### config.mk
export PLATFORM = sky130hd
export DESIGN_NAME = inst_decode
export DESIGN_NICKNAME = d
export VERILOG_FILES = /design/src/rtl/inst_decode_pkg.sv /design/src/rtl/inst_decode_imm_gen.sv /design/src/rtl/inst_decode.sv
export SDC_FILE = /design/constraint.sdc
export NUM_CORES = 1
export LEC_CHECK = 0
export BUFFER_PORTS_ARGS = -buffer_cell sky130_fd_sc_hd__buf_4
export CORE_ASPECT_RATIO = 1.75
export CORE_MARGIN = 2
export CORE_UTILIZATION = 55
export CTS_CLUSTER_DIAMETER = 60
export CTS_CLUSTER_SIZE = 40
export DETAILED_ROUTE_END_ITERATION = 8
export PLACE_DENSITY_LB_ADDON = 0.1
export SYNTH_ARGS = -nofsm -noshare
export SYNTH_HDL_FRONTEND = slang
export SYNTH_SLANG_ARGS = --single-unit
export TNS_END_PERCENT = 50
### constraint.sdc
create_clock -name ACLK -period 4.2 [get_ports ACLK]
set_input_delay 0 -clock ACLK [delete_from_list [all_inputs] [get_ports ACLK]]
set_output_delay 0 -clock ACLK [all_outputs]
set_load 0.02 [all_outputs]
### src/rtl/inst_decode_pkg.sv
// Shared definitions for the RV32I decode stage: opcodes, ALU ops, control flag positions, FSM states.
// Latency: n/a (types and constants only).
// Backpressure: n/a.
package inst_decode_pkg;

    localparam logic [6:0] OPC_LUI      = 7'b0110111;
    localparam logic [6:0] OPC_AUIPC    = 7'b0010111;
    localparam logic [6:0] OPC_JAL      = 7'b1101111;
    localparam logic [6:0] OPC_JALR     = 7'b1100111;
    localparam logic [6:0] OPC_BRANCH   = 7'b1100011;
    localparam logic [6:0] OPC_LOAD     = 7'b0000011;
    localparam logic [6:0] OPC_STORE    = 7'b0100011;
    localparam logic [6:0] OPC_OP_IMM   = 7'b0010011;
    localparam logic [6:0] OPC_OP       = 7'b0110011;
    localparam logic [6:0] OPC_MISC_MEM = 7'b0001111;
    localparam logic [6:0] OPC_SYSTEM   = 7'b1110011;

    typedef enum logic [3:0] {
        ALU_ADD  = 4'd0,
        ALU_SUB  = 4'd1,
        ALU_SLL  = 4'd2,
        ALU_SLT  = 4'd3,
        ALU_SLTU = 4'd4,
        ALU_XOR  = 4'd5,
        ALU_SRL  = 4'd6,
        ALU_SRA  = 4'd7,
        ALU_OR   = 4'd8,
        ALU_AND  = 4'd9
    } aluop_t;

    // DEC_CTRL = {use_imm, reg_wr, mem_rd, mem_wr, branch, jal, jalr, lui, auipc, system}
    localparam int CTRL_W       = 10;
    localparam int CTRL_USE_IMM = 9;
    localparam int CTRL_REG_WR  = 8;
    localparam int CTRL_MEM_RD  = 7;
    localparam int CTRL_MEM_WR  = 6;
    localparam int CTRL_BRANCH  = 5;
    localparam int CTRL_JAL     = 4;
    localparam int CTRL_JALR    = 3;
    localparam int CTRL_LUI     = 2;
    localparam int CTRL_AUIPC   = 1;
    localparam int CTRL_SYSTEM  = 0;

    typedef enum logic {
        S_RUN  = 1'b0,
        S_HALT = 1'b1
    } state_t;

    typedef struct packed {
        logic [31:0]       pc;
        logic [4:0]        rd;
        logic [4:0]        rs1;
        logic [4:0]        rs2;
        logic [2:0]        funct3;
        logic [31:0]       imm;
        aluop_t            aluop;
        logic [CTRL_W-1:0] ctrl;
        logic              illegal;
    } dec_t;

    // ALU op for OP / OP-IMM; 'alt' is instr[30] where it is meaningful.
    function automatic aluop_t alu_sel(input logic [2:0] f3, input logic alt);
        aluop_t op;
        op = ALU_ADD;
        case (f3)
            3'b000: op = alt ? ALU_SUB : ALU_ADD;
            3'b001: op = ALU_SLL;
            3'b010: op = ALU_SLT;
            3'b011: op = ALU_SLTU;
            3'b100: op = ALU_XOR;
            3'b101: op = alt ? ALU_SRA : ALU_SRL;
            3'b110: op = ALU_OR;
            3'b111: op = ALU_AND;
            default: op = ALU_ADD;
        endcase
        return op;
    endfunction

endpackage

### src/rtl/inst_decode_imm_gen.sv
// Immediate generator: sign-extended immediate selected by the instruction format.
// Latency: combinational.
// Backpressure: none.
// Ports: inst (32b instruction word) -> imm (32b immediate, 0 for R-type/unknown).
module imm_gen
    import inst_decode_pkg::*;
(
    input  logic [31:0] inst,
    output logic [31:0] imm
);

    always_comb begin
        imm = '0;
        case (inst[6:0])
            OPC_OP_IMM, OPC_LOAD, OPC_JALR, OPC_SYSTEM, OPC_MISC_MEM:
                imm = {{20{inst[31]}}, inst[31:20]};
            OPC_STORE:
                imm = {{20{inst[31]}}, inst[31:25], inst[11:7]};
            OPC_BRANCH:
                imm = {{19{inst[31]}}, inst[31], inst[7], inst[30:25], inst[11:8], 1'b0};
            OPC_LUI, OPC_AUIPC:
                imm = {inst[31:12], 12'b0};
            OPC_JAL:
                imm = {{11{inst[31]}}, inst[31], inst[19:12], inst[20], inst[30:21], 1'b0};
            default:
                imm = '0;
        endcase
    end

endmodule

### src/rtl/inst_decode.sv
// RV32I decode stage: combinational decode into a main output register backed by one skid register.
// Latency: 1 cycle accept-to-DEC_VALID, 1 instr/cycle while DEC_READY=1.
// Backpressure: INST_READY is registered "skid empty" (and 0 while halted); FLUSH drops everything.
// Ports: ACLK/ARESETN; fetch side INST_VALID/INST/INST_PC/INST_READY; FLUSH; execute side
// DEC_VALID/DEC_READY plus decoded bundle DEC_PC/RD/RS1/RS2/FUNCT3/IMM/ALUOP/CTRL/ILLEGAL.
// Macro INST_DECODE_ILLEGAL_CHECK_EN: flag non-RV32I encodings and halt after one transfers out.
module inst_decode
    import inst_decode_pkg::*;
(
    input  logic        ACLK,
    input  logic        ARESETN,
    input  logic        INST_VALID,
    input  logic [31:0] INST,
    input  logic [31:0] INST_PC,
    output logic        INST_READY,
    input  logic        FLUSH,
    output logic        DEC_VALID,
    input  logic        DEC_READY,
    output logic [31:0] DEC_PC,
    output logic [4:0]  DEC_RD,
    output logic [4:0]  DEC_RS1,
    output logic [4:0]  DEC_RS2,
    output logic [2:0]  DEC_FUNCT3,
    output logic [31:0] DEC_IMM,
    output logic [3:0]  DEC_ALUOP,
    output logic [9:0]  DEC_CTRL,
    output logic        DEC_ILLEGAL
);

    logic [31:0] imm_w;
    logic [6:0]  opc;
    logic [2:0]  f3;
    logic [6:0]  f7;
    logic        known;
    logic        bad_funct;
    dec_t        dec_d;

    dec_t        main_q;
    dec_t        skid_q;
    logic        main_vld;
    logic        skid_vld;
    logic        skid_vld_nxt;
    logic        in_rdy_q;
    logic        in_fire;
    logic        out_fire;
    state_t      state_q;
    state_t      state_nxt;

    assign opc = INST[6:0];
    assign f3  = INST[14:12];
    assign f7  = INST[31:25];

    imm_gen u_imm_gen (
        .inst (INST),
        .imm  (imm_w)
    );

    always_comb begin
        dec_d        = '0;
        dec_d.pc     = INST_PC;
        dec_d.rd     = INST[11:7];
        dec_d.rs1    = INST[19:15];
        dec_d.rs2    = INST[24:20];
        dec_d.funct3 = f3;
        dec_d.imm    = imm_w;
        dec_d.aluop  = ALU_ADD;
        known        = 1'b1;
        bad_funct    = 1'b0;
        case (opc)
            OPC_LUI: begin
                dec_d.ctrl[CTRL_USE_IMM] = 1'b1;
                dec_d.ctrl[CTRL_REG_WR]  = 1'b1;
                dec_d.ctrl[CTRL_LUI]     = 1'b1;
            end
            OPC_AUIPC: begin
                dec_d.ctrl[CTRL_USE_IMM] = 1'b1;
                dec_d.ctrl[CTRL_REG_WR]  = 1'b1;
                dec_d.ctrl[CTRL_AUIPC]   = 1'b1;
            end
            OPC_JAL: begin
                dec_d.ctrl[CTRL_USE_IMM] = 1'b1;
                dec_d.ctrl[CTRL_REG_WR]  = 1'b1;
                dec_d.ctrl[CTRL_JAL]     = 1'b1;
            end
            OPC_JALR: begin
                dec_d.ctrl[CTRL_USE_IMM] = 1'b1;
                dec_d.ctrl[CTRL_REG_WR]  = 1'b1;
                dec_d.ctrl[CTRL_JALR]    = 1'b1;
                bad_funct = (f3 != 3'b000);
            end
            OPC_BRANCH: begin
                dec_d.ctrl[CTRL_BRANCH] = 1'b1;
                dec_d.aluop = ALU_SUB;
                bad_funct = (f3[2:1] == 2'b01);
            end
            OPC_LOAD: begin
                dec_d.ctrl[CTRL_USE_IMM] = 1'b1;
                dec_d.ctrl[CTRL_REG_WR]  = 1'b1;
                dec_d.ctrl[CTRL_MEM_RD]  = 1'b1;
                bad_funct = (f3 == 3'b011) || (f3[2:1] == 2'b11);
            end
            OPC_STORE: begin
                dec_d.ctrl[CTRL_USE_IMM] = 1'b1;
                dec_d.ctrl[CTRL_MEM_WR]  = 1'b1;
                bad_funct = (f3 > 3'b010);
            end
            OPC_OP_IMM: begin
                dec_d.ctrl[CTRL_USE_IMM] = 1'b1;
                dec_d.ctrl[CTRL_REG_WR]  = 1'b1;
                // instr[30] is immediate data except in the shift-right encodings
                dec_d.aluop = alu_sel(f3, (f3 == 3'b101) && f7[5]);
                bad_funct = ((f3 == 3'b001) && (f7 != 7'b0000000)) ||
                            ((f3 == 3'b101) && (f7 != 7'b0000000) && (f7 != 7'b0100000));
            end
            OPC_OP: begin
                dec_d.ctrl[CTRL_REG_WR] = 1'b1;
                dec_d.aluop = alu_sel(f3, f7[5]);
                bad_funct = !((f7 == 7'b0000000) ||
                              ((f7 == 7'b0100000) && ((f3 == 3'b000) || (f3 == 3'b101))));
            end
            OPC_MISC_MEM: begin
                bad_funct = (f3 != 3'b000);
            end
            OPC_SYSTEM: begin
                dec_d.ctrl[CTRL_SYSTEM] = 1'b1;
                bad_funct = (f3 != 3'b000);
            end
            default: known = 1'b0;
        endcase
        // Writes to x0 are architecturally discarded; suppress them here.
        if (dec_d.rd == 5'd0) begin
            dec_d.ctrl[CTRL_REG_WR] = 1'b0;
        end
        // Anything not recognised becomes a NOP so downstream never acts on it.
        if (!known || bad_funct) begin
            dec_d.ctrl = '0;
        end
`ifdef INST_DECODE_ILLEGAL_CHECK_EN
        dec_d.illegal = !known || bad_funct;
`else
        dec_d.illegal = 1'b0;
`endif
    end

    assign in_fire  = INST_VALID && in_rdy_q;
    assign out_fire = main_vld && DEC_READY;

    always_ff @(posedge ACLK or negedge ARESETN) begin
        if (!ARESETN) begin
            state_q <= S_RUN;
        end else begin
            state_q <= state_nxt;
        end
    end

    always_comb begin
        state_nxt = state_q;
        if (FLUSH) begin
            state_nxt = S_RUN;
        end
`ifdef INST_DECODE_ILLEGAL_CHECK_EN
        else if ((state_q == S_RUN) && out_fire && main_q.illegal) begin
            state_nxt = S_HALT;
        end
`endif
    end

    // Skid fills only when the main register is stalled; it drains as soon as main frees up.
    always_comb begin
        skid_vld_nxt = skid_vld;
        if (FLUSH || !main_vld || DEC_READY) begin
            skid_vld_nxt = 1'b0;
        end else if (in_fire) begin
            skid_vld_nxt = 1'b1;
        end
    end

    always_ff @(posedge ACLK or negedge ARESETN) begin
        if (!ARESETN) begin
            main_vld <= 1'b0;
            skid_vld <= 1'b0;
            in_rdy_q <= 1'b0;
            main_q   <= '0;
            skid_q   <= '0;
        end else begin
            skid_vld <= skid_vld_nxt;
            in_rdy_q <= (state_nxt == S_RUN) && !skid_vld_nxt;
            if (FLUSH) begin
                main_vld <= 1'b0;
            end else if (!main_vld || DEC_READY) begin
                if (skid_vld) begin
                    main_q   <= skid_q;
                    main_vld <= 1'b1;
                end else begin
                    main_vld <= in_fire;
                    if (in_fire) begin
                        main_q <= dec_d;
                    end
                end
            end else if (in_fire) begin
                skid_q <= dec_d;
            end
        end
    end

    assign INST_READY  = in_rdy_q;
    assign DEC_VALID   = main_vld;
    assign DEC_PC      = main_q.pc;
    assign DEC_RD      = main_q.rd;
    assign DEC_RS1     = main_q.rs1;
    assign DEC_RS2     = main_q.rs2;
    assign DEC_FUNCT3  = main_q.funct3;
    assign DEC_IMM     = main_q.imm;
    assign DEC_ALUOP   = main_q.aluop;
    assign DEC_CTRL    = main_q.ctrl;
    assign DEC_ILLEGAL = main_q.illegal;

endmodule

### Word-level counts from Yosys, hierarchy flattened

Index checks and enable logic that the tools add are counted.

* flip-flop bits (word level): 197
* logic and storage cells: 111

* multiplexer cells: 30
* equality and inequality tests: 22
* order comparisons: 1
* reduce and logical (&&, ||, !) cells: 34
* bitwise operators: 3

Operators with widths (number)
* 97-bit 2-to-1 mux: 2
* 32-bit case mux with 5 select lines: 1
* 4-bit case mux with 8 select lines: 2
* 7-bit by 6-bit == test with 1-bit output, second input constant: 4
* 7-bit == test, second input constant: 4
* 1-bit 2-to-1 mux: 22
* 7-bit by 5-bit == test with 1-bit output, second input constant: 2
* 7-bit OR reduction: 2
* 3-bit == test, second input constant: 4
* 4-bit case mux with 3 select lines: 1
* 11-bit OR reduction: 1
* 10-bit 2-to-1 mux: 1
* 1-bit logical OR: 8
* 7-bit by 2-bit == test with 1-bit output, second input constant: 1
* 7-bit by 4-bit == test with 1-bit output, second input constant: 1
* 1-bit logical AND: 7
* 7-bit zero test: 1
* 7-bit by 6-bit inequality test with 1-bit output, second input constant: 1
* 7-bit nonzero test: 1
* 3-bit by 2-bit == test with 1-bit output, second input constant: 2
* 1-bit case mux with 6 select lines: 1
* 3-bit AND reduction: 2
* 5-bit zero test: 1
* 5-bit OR reduction: 1
* other kinds (11): 17

### Depth between registers and ports, before layout

* depth after elaboration: 10
* mapped depth: 8
* gate-level depth less buffers: 5

### Hierarchy

Synthesis repeated with hierarchy kept, for this count alone.

* cell total of the unflattened synthesis: 995
* area total of the unflattened synthesis: 9201.3 µm²

Modules (own cells, without submodules)
* inst_decode: cells an instance 922, seq. area each 4904.7 µm², times used 1, area an instance 8688.3 µm²
* imm_gen: cells an instance 73, seq. area each 0.0 µm², times used 1, area an instance 513.0 µm²

### Worst setup path after synthesis

Ideal clock, no wire load.

* kind: reg2reg
* start: register in_rdy_q (netlist: INST_READY)
* end: register main_q (netlist bit DEC_IMM[11])
* slack: 2.273 ns
* stages on the path, launching flop included: 8
* library setup time: 0.141 ns
* arrival: 1.786 ns
* required time: 4.059 ns
* buffers on the path: 3
* cells stage by stage: dfrtp_1 > a21oi_1 > or3_1 > clkbuf_1 > clkbuf_1 > nor2_1 > clkbuf_1 > a31oi_1

* longest elaborated chain between the ends: 3

Ends and longest elaborated chain
* start, declared: RTL line inst_decode.sv:43 `logic in_rdy_q;`
* start signal, assigned: RTL line inst_decode.sv:187 `in_rdy_q <= (state_nxt == S_RUN) && !skid_vld_nxt;`
* 1-bit logical AND: RTL line inst_decode.sv:145 `assign in_fire = INST_VALID && in_rdy_q;`
* 2-bit nonzero test (no line)
* 3-bit AND reduction (no line)
* end signal, assigned: RTL line inst_decode.sv:192 `main_q <= skid_q;`
* end, declared: RTL line inst_decode.sv:38 `dec_t main_q;`

No other way between the ends.
A chain may end at the register's enable or synchronous reset.

### Worst setup path after layout

* start: register skid_vld
* end: register main_q (netlist bit DEC_IMM[24])

* longest elaborated chain between the ends: 2

Ends and longest elaborated chain
* start, declared: RTL line inst_decode.sv:41 `logic skid_vld;`
* start signal, assigned: RTL line inst_decode.sv:186 `skid_vld <= skid_vld_nxt;`
* 2-bit nonzero test (no line)
* 3-bit AND reduction (no line)

Parallel ways exist; a longest one is shown, timed or not.

==> key figures <==
Run status
  – Outcome: finished, final reports clean

Synthesis
  – Top cell type's share of synthesized area: 0.559
  – Yosys cell types: between 40 and 50
  – Area leader, netlist: dfrtp_1
  – Syn nets: 1,014
  – Number of flops mapped to enable cells by yosys: 0
  – Synth top area cells: dfrtp_1, nand2_1, mux2i_1, o21ai_0, a31oi_1
  – Average cell area after synthesis: roughly 9.3 um^2
  – YS warnings: 0
  – Yosys reg bits: 196
  – Main flop type after synthesis: dfrtp_1
  – Mapped Area: 0.00877 mm^2
  – Commonest cells in the netlist: nand2_1, dfrtp_1, o21ai_0
  – Mapped Cells: 945
  – Seq/Total Area, Yosys: 0.559
  – Most frequent cell after synthesis: nand2_1
  – Asr flop ratio synth: 1.00

Timing
  – Hold Vio Cnt, Final: 0
  – Max Transition Viols Final: 0
  – Unrepaired setup endpoints after global routing: false
  – Tcrit/Tclk final: 0.696
  – Setup_tns: 0 ns
  – Clock Skew: about 0.0094 ns
  – Endpoints failing setup: 0
  – Slew headroom: 0.352
  – Period minus WS final: a little under 3 ns
  – Fmax: approximately 0.34 GHz
  – Worst hold slack: ~0.02 ns
  – Actual slew at the worst max-slew pin: a little under 1 ns

Critical path
  – Req. time, crit path: ~4.5 ns
  – Crit path arrival time: around 3.3 ns
  – Worst-path maximum fanout: slightly below 90
  – Worst path max stage delay: roughly 0.73 ns
  – CP Capture Type: flip-flop
  – Crit start category: flip-flop
  – Slowest CP cell: or3_4
  – Ordered list of cells on the worst path: a21oi_1, or3_4, buf_4, or3_1, o21ai_0, a31oi_1
  – Critical path type: reg2reg

Route
  – Routed WL per cell: 17.4 um
  – DR pass1 iterations: 4
  – Metal2 WL: ~12,000 um
  – Met3 WL: about 1100 um
  – Wl on met1: approximately 9300 um
  – DRT iter0 DRCs: 402
  – Uppermost layer routed: met4
  – Final wirelength: ~23,000 um
  – Vias per inst: about 5.7
  – DRC errors left: 0
  – Post-route ant nets: 0
  – Via count: between 7,000 and 8,000

Die
  – Die X: between 90 and 100 um
  – Full die area: 0.0170 mm^2
  – Initial core utilization: 0.558
  – Num ports: between 150 and 200
  – Placeable Area: about 0.016 mm^2
  – FP Rows: 61
  – Die height: roughly 170 um

Pwr
  – Pwr Total: slightly below 5 mW
  – Max VDD drop: 0.345 mV
  – Leak: between 5 and 6 nW
  – PwrDens: approximately 430 mW/mm^2

Placed design
  – Post-DP HPWL: ~14,000 um
  – GPL Wtd Cong: ~0.89
  – Port buffer count: between 150 and 200

Run
  – Max-Cap Viols: 0

CTS
  – Clk slew on worst S/H paths: around 0.070 ns
  – CTS-repair resized insts: 0
  – CTS buffer count: 17
  – H-Tree Depth: 4
  – Clk sink count: approximately 200
  – Max clock buf depth: 2
  – Clk_lat worst skew: about 0.43 ns
  – Clk root buf: clkbuf_16
  – CTS tree: done

Final layout
  – Final #Nets: 1,200
  – Area Growth Syn to Fin: 28.9%
  – Ant. Diodes: 0
  – Core Util, Final: 0.719
  – Fill count: roughly 1,200
  – Fraction of layout cells with a size suffix above 1: 0.193

GRT
  – Initial antenna violation count: 0
  – Overflow after GRT: 0
  – Vias in the first global route: roughly 7,500
  – GRT Total Usage: 0.279
  – Largest net degree at the start of global routing: 113
  – First-pass GRT wire length: approximately 38,000 um

Min path
  – Hold/Removal Path Class: in2reg
-- per-stage QoR --
step           area (um^2)  std cells  setup WS, ns
2_1_floorplan         8770        945          2.27
3_3_place_gp         10100       1235          1.43
3_5_place_dp         10100       1235          1.33
4_1_cts              11300       1333          1.29
5_1_grt              11300       1333          1.07
6_report             11300       1333          1.27
-- flip-flops by register name, indices dropped and copies added, names as in the netlist, 3 cells and up --
register and flops:
skid_q 96, DEC_IMM 32, DEC_CTRL 10, DEC_ALUOP 4, DEC_PC 32, DEC_FUNCT3 3, DEC_RS1 5, DEC_RD 5
DEC_RS2 5
-- routing by layer --
layer,vias up,track usage
met5,-,0
met4,0,0.0959
met3,36,0.0413
met2,209,0.489
met1,3725,0.350
li1,3602,-
-- power by group --
group / switching, mW / internal [mW] / leakage [nW]
registers: 0.174 / 2.19 / 2.48
logic: 0.561 / 0.422 / 2.44
clock network: 0.777 / 0.790 / 0.280
-- final cells by class --
class | count | area, um^2 | share of cell area
sequential | 196 | 4910 | 0.434
multi-input combinational | 671 | 3580 | 0.316
timing repair buffer | 242 | 2000 | 0.177
clock buffer | 18 | 429 | 0.0380
tap | 189 | 236 | 0.0209
clock inverter | 14 | 139 | 0.0123
inverter | 3 | 11.3 | 0.000996
-- cell usage in the layout, fill, tap and decap left out, drive strengths merged, types with 3 or more instances in the layout --
master / count
nor3: 4
o21a: 4
clkbuf: 19
nand2: 276
a31oi: 44
nand2b: 5
a21oi: 33
nand3: 6
or3: 22
and3b: 3
nor2b: 4
clkinv: 6
and3: 16
buf: 175
inv: 11
o21ai: 107
nor2: 42
o211ai: 11
a22oi: 6
mux2i: 51
o31ai: 12
dlygate4sd3: 66
dfrtp: 196
-- critical path, delay by kind of cell, from the launching register on --
kind	cells	cell delay (ns)
buf+inv	1	0.62
simple gates	2	0.91
compound gates	3	0.62
flops	1	0.64
-- final timing paths --
path                                      endpoint                  start  slack (ns)  cells past startpoint
max                        DEC_IMM[24]$_DFFE_PN0P_     skid_vld$_DFF_PN0_        1.27                      6
min                        DEC_CTRL[7]$_DFFE_PN0P_                INST[4]        0.02                      4
max reg2reg                DEC_IMM[24]$_DFFE_PN0P_     skid_vld$_DFF_PN0_        1.27                      6
min reg2reg                  skid_q[1]$_DFFE_PN0P_  skid_q[1]$_DFFE_PN0P_        0.47                      2
max in group asynchronous   DEC_PC[13]$_DFFE_PN0P_                ARESETN        3.03                      3
min in group asynchronous  DEC_CTRL[7]$_DFFE_PN0P_                ARESETN        0.23                      2
-- kinds of logic (layout without fill, tap and decap cells) --
family,after synthesis,after routing,synth area share
compound gates,227,227,0.154
xor+xnor,1,1,0.000999
buf+inv,78,277,0.0362
flops,196,196,0.559
mux,52,52,0.0595
other cells,1,1,0.000428
simple gates,390,390,0.190
-- what timing repair did --
item | CTS | global route
hold buffers | 66 | 0
hold endpoints to repair | 286 | 0
buffers inserted | 0 | 0
No activity file was read; power rests on OpenSTA's default activity.
